--- config.mk ---
export PLATFORM = sky130hd
export DESIGN_NAME = uart_tx_arbiter
export DESIGN_NICKNAME = d
export VERILOG_FILES = /design/src/rtl/uart_tx_arbiter.sv
export SDC_FILE = /design/constraint.sdc
export NUM_CORES = 1
export LEC_CHECK = 0
export ABC_CLOCK_PERIOD_IN_PS = 3650
export BUFFER_PORTS_ARGS = -buffer_cell sky130_fd_sc_hd__buf_4
export CAP_MARGIN = 20
export CORE_MARGIN = 5
export CORE_UTILIZATION = 35
export CTS_CLUSTER_DIAMETER = 120
export DETAILED_ROUTE_END_ITERATION = 8
export GPL_TIMING_DRIVEN = 0
export HOLD_SLACK_MARGIN = 0.02
export PLACE_DENSITY = 0.69
export SYNTH_ARGS = -nofsm -noshare
export SYNTH_HDL_FRONTEND = slang
export SYNTH_SLANG_ARGS = --single-unit
--- constraint.sdc ---
create_clock -name clk -period 3.65 [get_ports clk]
set_input_delay 0.73 -clock clk [delete_from_list [all_inputs] [get_ports clk]]
set_output_delay 0.73 -clock clk [all_outputs]
set_load 0.03 [all_outputs]
--- src/rtl/uart_tx_arbiter.sv ---
// uart_tx_arbiter: round-robin packet arbiter sharing one uart_tx serializer
// between N_REQ valid/ready byte-stream requesters. The grant is locked for a
// whole packet, and each byte waits for the serializer's tx_done before the
// next one is fetched. A granted requester that stalls mid-packet for
// STALL_MAX cycles has its packet aborted (STALL_MAX = 0 disables this).
//
// Optional feature macro: UART_ARB_CHECKSUM_EN
//   defined   - after the last byte of each completed packet, one extra byte
//               equal to the XOR of all packet bytes is sent (CSUM/CWAIT).
//   undefined - a packet ends at the last byte's tx_done.

module uart_tx_arbiter #(
  parameter int N_REQ     = 4,
  parameter int STALL_MAX = 1024
) (
  input  logic               clk,
  input  logic               reset_n,
  input  logic [N_REQ-1:0]   req_valid,
  input  logic [8*N_REQ-1:0] req_data,
  input  logic [N_REQ-1:0]   req_last,
  output logic [N_REQ-1:0]   req_ready,
  output logic               tx_dv,
  output logic [7:0]         tx_byte,
  input  logic               tx_done,
  output logic [N_REQ-1:0]   grant,
  output logic               busy,
  output logic               err_timeout
);

  localparam int PW = $clog2(N_REQ);
  // One extra bit when the timeout is disabled keeps the counter legal.
  localparam int SW = (STALL_MAX > 0) ? $clog2(STALL_MAX + 1) : 1;
  localparam logic [SW-1:0] STALL_LIM = SW'(STALL_MAX);
  // Pointer starts at the top requester so requester 0 wins first.
  localparam logic [PW-1:0] PTR_RST   = PW'(N_REQ - 1);

  typedef enum logic [2:0] {
    S_IDLE  = 3'd0,
    S_FETCH = 3'd1,
    S_WAIT  = 3'd2
`ifdef UART_ARB_CHECKSUM_EN
    ,
    S_CSUM  = 3'd3,
    S_CWAIT = 3'd4
`endif
  } state_t;

  // Running packet checksum: plain XOR fold of every accepted byte.
  function automatic logic [7:0] csum_add(input logic [7:0] acc, input logic [7:0] b);
    return acc ^ b;
  endfunction

  // One-hot vector with bit idx set.
  function automatic logic [N_REQ-1:0] onehot(input logic [PW-1:0] idx);
    logic [N_REQ-1:0] v;
    v      = '0;
    v[idx] = 1'b1;
    return v;
  endfunction

  state_t           state_r, state_nxt;
  logic [PW-1:0]    ptr_r, ptr_nxt;
  logic [N_REQ-1:0] grant_r, grant_nxt;
  logic             tx_dv_r, tx_dv_nxt;
  logic [7:0]       tx_byte_r, tx_byte_nxt;
  logic             last_r, last_nxt;
  logic [7:0]       csum_r, csum_nxt;
  logic [SW-1:0]    stall_r, stall_nxt;
  logic             busy_r;
  logic             err_r, err_nxt;
  logic [N_REQ-1:0] ready_s;
  logic             win_found_s;
  logic [PW-1:0]    win_idx_s;
  logic [7:0]       cur_byte_s;

  // Byte offered by the currently granted requester (ptr always names the owner).
  assign cur_byte_s = req_data[{ptr_r, 3'b000} +: 8];

  // Round-robin search: first valid requester starting at ptr+1, wrapping.
  always_comb begin
    win_found_s = 1'b0;
    win_idx_s   = ptr_r;
    for (int i = 1; i <= N_REQ; i++) begin
      logic [PW-1:0] cand_v;
      cand_v = PW'((int'(ptr_r) + i) % N_REQ);
      if (!win_found_s && req_valid[cand_v]) begin
        win_found_s = 1'b1;
        win_idx_s   = cand_v;
      end else begin
        win_found_s = win_found_s;
      end
    end
  end

  // Next-state and datapath decisions for the arbitration FSM.
  always_comb begin
    state_nxt   = state_r;
    ptr_nxt     = ptr_r;
    grant_nxt   = grant_r;
    tx_dv_nxt   = 1'b0;
    tx_byte_nxt = tx_byte_r;
    last_nxt    = last_r;
    csum_nxt    = csum_r;
    stall_nxt   = stall_r;
    err_nxt     = 1'b0;
    ready_s     = '0;
    case (state_r)
      S_IDLE: begin
        if (win_found_s) begin
          state_nxt = S_FETCH;
          ptr_nxt   = win_idx_s;
          grant_nxt = onehot(win_idx_s);
          csum_nxt  = 8'h00;
          stall_nxt = '0;
        end else begin
          state_nxt = S_IDLE;
        end
      end
      S_FETCH: begin
        if (req_valid[ptr_r]) begin
          ready_s     = onehot(ptr_r);
          tx_byte_nxt = cur_byte_s;
          tx_dv_nxt   = 1'b1;
          last_nxt    = req_last[ptr_r];
          csum_nxt    = csum_add(csum_r, cur_byte_s);
          stall_nxt   = '0;
          state_nxt   = S_WAIT;
        end else if (STALL_MAX != 0) begin
          // Saturating count of stalled cycles; reaching the limit aborts.
          stall_nxt = (stall_r == STALL_LIM) ? stall_r : stall_r + SW'(1'b1);
          if (stall_nxt == STALL_LIM) begin
            err_nxt   = 1'b1;
            grant_nxt = '0;
            state_nxt = S_IDLE;
          end else begin
            state_nxt = S_FETCH;
          end
        end else begin
          stall_nxt = '0;
        end
      end
      S_WAIT: begin
        if (tx_done) begin
          if (!last_r) begin
            state_nxt = S_FETCH;
          end else begin
`ifdef UART_ARB_CHECKSUM_EN
            state_nxt = S_CSUM;
`else
            grant_nxt = '0;
            state_nxt = S_IDLE;
`endif
          end
        end else begin
          state_nxt = S_WAIT;
        end
      end
`ifdef UART_ARB_CHECKSUM_EN
      S_CSUM: begin
        tx_byte_nxt = csum_r;
        tx_dv_nxt   = 1'b1;
        state_nxt   = S_CWAIT;
      end
      S_CWAIT: begin
        if (tx_done) begin
          grant_nxt = '0;
          state_nxt = S_IDLE;
        end else begin
          state_nxt = S_CWAIT;
        end
      end
`endif
      default: begin
        grant_nxt = '0;
        state_nxt = S_IDLE;
      end
    endcase
  end

  // State and registered outputs; reset drops everything back to idle at once.
  always_ff @(posedge clk or negedge reset_n) begin
    if (!reset_n) begin
      state_r   <= S_IDLE;
      ptr_r     <= PTR_RST;
      grant_r   <= '0;
      tx_dv_r   <= 1'b0;
      tx_byte_r <= 8'h00;
      last_r    <= 1'b0;
      csum_r    <= 8'h00;
      stall_r   <= '0;
      busy_r    <= 1'b0;
      err_r     <= 1'b0;
    end else begin
      state_r   <= state_nxt;
      ptr_r     <= ptr_nxt;
      grant_r   <= grant_nxt;
      tx_dv_r   <= tx_dv_nxt;
      tx_byte_r <= tx_byte_nxt;
      last_r    <= last_nxt;
      csum_r    <= csum_nxt;
      stall_r   <= stall_nxt;
      busy_r    <= (state_nxt != S_IDLE);
      err_r     <= err_nxt;
    end
  end

  assign req_ready   = ready_s;
  assign tx_dv       = tx_dv_r;
  assign tx_byte     = tx_byte_r;
  assign grant       = grant_r;
  assign busy        = busy_r;
  assign err_timeout = err_r;

endmodule
==> metrics.cfg, run 1 <==
[sta]
rsz0062_at_grt=false
clock-skew-final_ps=3.10
setup_total_negative_slack_ps=0
clock.fmax_mhz=292
layout_setup_ws_ps=224
drv_slew=0
whs_ps=365
worst_slew_pin_slew_ps=744
final_period_minus_worst_setup_slack_ps=3430
maxSlewHeadroom=0.499
layout_worst_path_cycle_share=0.939
report.final.setup_viol=0
timing_hold_violations_final=0

[pwr]
static-leakage-power_nw=1.36
peakVddDrop_uv=405
pwr-share-seq=0.246
switching_share=0.427
combPwrFrac=0.588
p_per_area_mw_per_mm2=738
p_int_mw=1.22
share_clk_of_total_power=0.166
switching_power_uw=909
post-layout-total-power_mw=2.13

[drt]
detail_route.vias_per_cell=5.21
drt_first_iter_violations=137
drt_first_pass_iters=4
route.detailed.drc=0
route.detailed.wl_per_inst_um=14.7
dr_total_vias=1963
detail-route-antenna-nets=0
totalWireLength_mm=5.53

[clock_network]
maximum_level_of_the_cts_h_tree=2
tritoncts_clock_tree=built
cts.repair_timing.setup_buffer_count=0
cts_root_buf=clkbuf_8
ctsHoldBuffers=0
numCtsBuffers=5
cts_resized=0
clock_latency_of_the_later_clocked_register_in_the_worst_skew_pair_ps=290
worst_setup_hold_path_clk_slew_ps=70
cts_buffer_depth=2
numClockSinks=31

[synth]
synth_async_sr_flop_share=1.00
syn_avg_cell_area_um2=9.58
yosys.area.top_type_share=0.327
syn-instance-count=232
synth_area_leader_cell=dfrtp_1
post_synth_instance_area_mm2=0.00222
mappedNetlistNets=281
yosysSeqAreaShare=0.350
synth_top_cells_by_area=dfrtp_1 33%, mux4_2 12%, nand2_1 6.6%
yosys_most_used_dff=dfrtp_1
number_of_synthesized_flops_with_an_enable_pin=0
synthesis.yosys.warnings=0
ys_ff_latch=31
netlist-cell-type-count=52

[die]
coreArea_mm2=0.00628
io_pins=62
dieHeight_um=89.7
floorplan.initialDensity=0.354
fp.dieW_um=89.7
rows=29
die-area_mm2=0.00804

[finish]
fill_cell_total_of_the_finished_layout=610
post_route_cells_drive_above_1_share=0.340
syn2layout_area_growth_pct=29.9
finalNetCount=348
insertedDiodeCount=0
final_standard_cell_utilization_of_the_core=0.460

[worst_setup_path]
critPathMaxStageDelay_ps=560
critical_path.reg2reg.startpoint=ptr_r[0]$_DFFE_PN1P_
worstReg2RegEnd=grant[1]$_DFFE_PN0P_
critical_path_arrival_ps=2700
crit_buf_inv=4
worst_setup_path_start_kind=flip-flop
timing.critical_path.fanout_max=10
reg2regPathDepth=9
path_class=flip-flop to output pin
worst_path_dominant_cell_family=multiplexers
timing.reg2reg.setup_slack_ps=700
crit_required_ps=2920
worstPathCellList=buf_2, mux2_2, mux2i_2, nand2b_1, buf_2, inv_1, and2_1, buf_4
critical_path_s_slowest_cell=dfstp_2
critical_path.most_common_cell=buf_2
worst_setup_path_end_kind=output pin

[global_route]
grt_antenna_before_repair=0
grt_start_max_net_pins=32
number_of_global_route_vias_before_repair=1872
groute.usage.overall=0.138
first_pass_grt_wire_length_mm=8.81
grt-ovfl-total=0

[place]
port_bufs=60
dp_worst_setup_slack_ps=378
gpl.final_weighted_congestion=0.882
place_hpwl_mm=4.17

[worst_hold_path]
min_path_type=input pin to asynchronous set/reset pin

[run]
number_of_max_capacitance_violations_reported=0

[status]
run_status=complete, no violations

[placed cells by master (no fill, tap or decap), types with 4 or more instances in the layout]
cell and instances:
buf_4 61, nand2_1 39, dfrtp_1 29, nor2_1 14
o21ai_0 14, mux4_2 12, inv_1 9, clkbuf_1 8
mux2_2 7, and3_1 7, nand3_1 7, xnor2_1 6
nor3_1 6, ha_1 6, clkbuf_8 6, buf_2 5
nand2b_1 4, and2_1 4, a21oi_1 4, o31ai_1 4
[per-stage QoR]
stage | instances | instance area [um^2]
CTS | 377 | 2890
finish | 377 | 2890
global route | 377 | 2890
floorplan | 232 | 2220
detailed placement | 369 | 2770
global placement | 369 | 2770
[cells by family after synthesis]
logic type	after synthesis	synth area share
simple gates	98	0.223
mux	21	0.168
buf+inv	25	0.0507
flops	31	0.350
compound gates	42	0.139
xor+xnor	9	0.0355
fa+ha+maj	6	0.0338
[synthesized netlist by cell type, types with 2 or more instances]
library cell,number
nor3_1,6
nand2_1,39
ha_1,6
nor3b_1,2
xnor2_1,6
clkbuf_1,8
a21oi_1,4
nand2b_1,4
nor2_1,14
and3_1,7
buf_2,5
and2_1,4
o21ai_0,14
inv_1,9
a21o_1,2
and3b_1,3
nand3_1,7
dfstp_2,2
mux4_2,12
o31ai_1,4
nor2b_1,2
dfrtp_1,29
xor2_1,3
mux2_2,7
o21a_1,2
a31oi_1,2
a32o_1,2
nand3b_1,3
[per-layer routing]
metal,GRT usage,up-vias,wire (um)
li1,-,970,-
met1,0.192,945,2470
met2,0.217,41,2790
met3,0.0255,7,189
met4,0.0460,0,85
met5,0,-,0
[worst max path at each step]
| stage | to | cells past startpoint | from | slack, ps |
|---|---|---|---|---|
| 4_1_cts | req_ready[3] | 8 | ptr_r[1]$_DFFE_PN1P_ | 210 |
| 5_1_grt | req_ready[0] | 8 | ptr_r[1]$_DFFE_PN1P_ | 20 |
| 2_1_floorplan | req_ready[0] | 7 | req_valid[2] | 800 |
| 3_5_place_dp | req_ready[3] | 8 | req_valid[2] | 380 |
| 6_report | req_ready[0] | 8 | ptr_r[1]$_DFFE_PN1P_ | 220 |
| 3_3_place_gp | req_ready[3] | 8 | req_valid[2] | 400 |
[power groups by stage]
stage	Clock [mW]	Combinational [mW]	Sequential (mW)
final	0.353	1.25	0.524
after global routing	0.375	1.39	0.540
after CTS	0.361	1.26	0.524
after detailed placement	0	1.25	0.529
after global placement	0	1.24	0.526
after floorplan	0	0.804	0.636
[sequential cells by signal (all words and copies together), names as in the netlist]
name / flops
ptr_r: 2
grant: 4
err_timeout: 1
tx_dv: 1
tx_byte: 8
state_r: 2
last_r: 1
busy: 1
stall_r: 11
[area by class of cell]
type | count | area (um^2) | share of cell area
flip-flops and latches | 31 | 778 | 0.270
well taps | 77 | 96.3 | 0.0334
clock inverters | 2 | 35.0 | 0.0121
clock buffers | 6 | 82.6 | 0.0286
repair buffers | 60 | 450 | 0.156
plain buffers | 16 | 78.8 | 0.0273
multi-input cells | 176 | 1330 | 0.461
inverters | 9 | 33.8 | 0.0117
Note: power is estimated with default switching activity, not from simulation.
==> run 2: changes to the inputs <==
Settings changed: RECOVER_POWER from default to 25, SETUP_SLACK_MARGIN from default to 0.3.
==> run 2 against run 1 <==
Effect of this change: critical path type unchanged; hold slack better by 110 ps; the run now ends with max-capacitance violations, max-slew violations left; largest cell class unchanged; non-clock buffer count up 2; highest routed layer unchanged; die area unchanged.
==> metrics.cfg, run 2 (synthesized netlist as in run 1, its figures left out) <==
[status]
run_status=finished, violations left
failed_checks=max-capacitance violations, max-slew violations

[drt]
route.detailed.wl_per_inst_um=14.6
drt_first_iter_violations=187
drt_first_pass_iters=4
route.detailed.drc=0
totalWireLength_mm=5.52
detail-route-antenna-nets=0
detail_route.vias_per_cell=5.21
dr_total_vias=1975

[die]
rows=29
dieHeight_um=89.7
io_pins=62
coreArea_mm2=0.00628
fp.dieW_um=89.7
floorplan.initialDensity=0.354
die-area_mm2=0.00804

[worst_setup_path]
worst_path_dominant_cell_family=buffers and inverters
crit_required_ps=2920
path_class=flip-flop to output pin
worst_setup_path_end_kind=output pin
critical_path.reg2reg.startpoint=ptr_r[0]$_DFFE_PN1P_
worstReg2RegEnd=grant[1]$_DFFE_PN0P_
worst_setup_path_start_kind=flip-flop
timing.critical_path.fanout_max=10
critical_path_s_slowest_cell=dfstp_2
timing.reg2reg.setup_slack_ps=700
crit_buf_inv=4
critical_path_arrival_ps=2410
reg2regPathDepth=9
critPathMaxStageDelay_ps=560
worstPathCellList=buf_2, mux2_2, mux2i_4, nand2b_1, clkbuf_4, clkinvlp_4, and2_1, buf_4

[sta]
final_period_minus_worst_setup_slack_ps=3140
rsz0062_at_grt=false
maxSlewHeadroom=-0.103
clock-skew-final_ps=3.50
report.final.setup_viol=0
drv_slew=32
worst_slew_pin_slew_ps=1650
timing_hold_violations_final=0
layout_worst_path_cycle_share=0.860
clock.fmax_mhz=319
setup_total_negative_slack_ps=0
layout_setup_ws_ps=511

[pwr]
p_per_area_mw_per_mm2=742
static-leakage-power_nw=1.36
peakVddDrop_uv=389
post-layout-total-power_mw=2.16

[global_route]
number_of_global_route_vias_before_repair=1864
grt-ovfl-total=0
grt_antenna_before_repair=0
first_pass_grt_wire_length_mm=8.79
grt_start_max_net_pins=32
groute.usage.overall=0.138

[worst_hold_path]
min_path_type=flip-flop to flip-flop
timing.hold.worst_endpoint=tx_byte[4]$_DFFE_PN0P_
timing.hold.worst_path_depth=2
worst_hold_startpoint=tx_byte[4]$_DFFE_PN0P_

[finish]
final_area_mm2=0.00291
area.sequential_um2=778
syn2layout_area_growth_pct=31.1
most-common-layout-cells=62 x buf_4, 39 x nand2_1, 29 x dfrtp_1, 14 x nor2_1, 14 x o21ai_0
fill_cell_total_of_the_finished_layout=604
final_standard_cell_utilization_of_the_core=0.464
largest_register_ffs=11
finalNetCount=350
largest-register=stall_r
multi_input_area_mm2=0.00134
insertedDiodeCount=0
post_route_cells_drive_above_1_share=0.344
most_common_cell_after_layout_fill_and_taps_aside=buf_4

[clock_network]
cts_root_buf=clkbuf_8
ctsHoldBuffers=0
worst_setup_hold_path_clk_slew_ps=70
clock_latency_of_the_later_clocked_register_in_the_worst_skew_pair_ps=290
cts_buffer_depth=2
numCtsBuffers=5
tritoncts_clock_tree=built
maximum_level_of_the_cts_h_tree=2
numClockSinks=31

[place]
dp_worst_setup_slack_ps=378
port_bufs=60
gpl.final_weighted_congestion=0.882
place_hpwl_mm=4.17
dpl_cell_area_mm2=0.00277

[run]
number_of_max_capacitance_violations_reported=1

run 2: changes by cell type in the layout (fill, tap and decap cells not counted), sizes merged:
cell,before,now
clkbuf,15,17
inv,9,8
clkinvlp,0,1
run 2: final cells by class:
| type | count | share of cell area |
|---|---|---|
| plain buffers | 16 | 0.0279 |
| inverters | 9 | 0.0129 |
| repair buffers | 62 | 0.159 |
| clock inverters | 2 | 0.0120 |
| well taps | 77 | 0.0331 |
| multi-input cells | 176 | 0.460 |
| flip-flops and latches | 31 | 0.267 |
| clock buffers | 6 | 0.0284 |
run 2: worst min-delay path, stage by stage (launching register included):
cell and delay, ps:
dfrtp_1 340, nand2_1 50, nand2_1 60
run 2: metal layers:
| layer | vias up | GRT usage | wire length (um) |
|---|---|---|---|
| li1 | 973 | - | - |
| met1 | 954 | 0.192 | 2420 |
| met2 | 42 | 0.217 | 2800 |
| met3 | 6 | 0.0255 | 216 |
| met4 | 0 | 0.0460 | 80 |
| met5 | - | 0 | 0 |
run 2: stage by stage:
stage          std cells  hold slack [ps]
2_1_floorplan        232              434
3_3_place_gp         369              462
3_5_place_dp         369              463
4_1_cts              377              380
5_1_grt              379              507
6_report             379              480
run 2: how the worst max path moves through the flow:
| stage | startpoint | cells past startpoint | end | slack [ps] |
|---|---|---|---|---|
| after floorplan | req_valid[2] | 7 | req_ready[0] | 800 |
| after global placement | req_valid[2] | 8 | req_ready[3] | 400 |
| after detailed placement | req_valid[2] | 8 | req_ready[3] | 380 |
| after CTS | ptr_r[1]$_DFFE_PN1P_ | 8 | req_ready[3] | 330 |
| after global routing | ptr_r[1]$_DFFE_PN1P_ | 8 | req_ready[0] | 350 |
| final | ptr_r[1]$_DFFE_PN1P_ | 8 | req_ready[0] | 510 |
run 2: repair_timing:
action,4_1_cts,5_1_grt
resized for setup,1,2
endpoints found under the setup margin,4,4
setup buffers,0,2
pin swaps,0,0
run 2: where the power goes:
group | switching [mW] | leakage (nW) | total, mW | internal [mW]
clock network | 0.134 | 0.0612 | 0.354 | 0.221
registers | 0.0704 | 0.403 | 0.524 | 0.453
logic | 0.713 | 0.894 | 1.28 | 0.571
total | 0.917 | 1.36 | 2.16 | 1.25
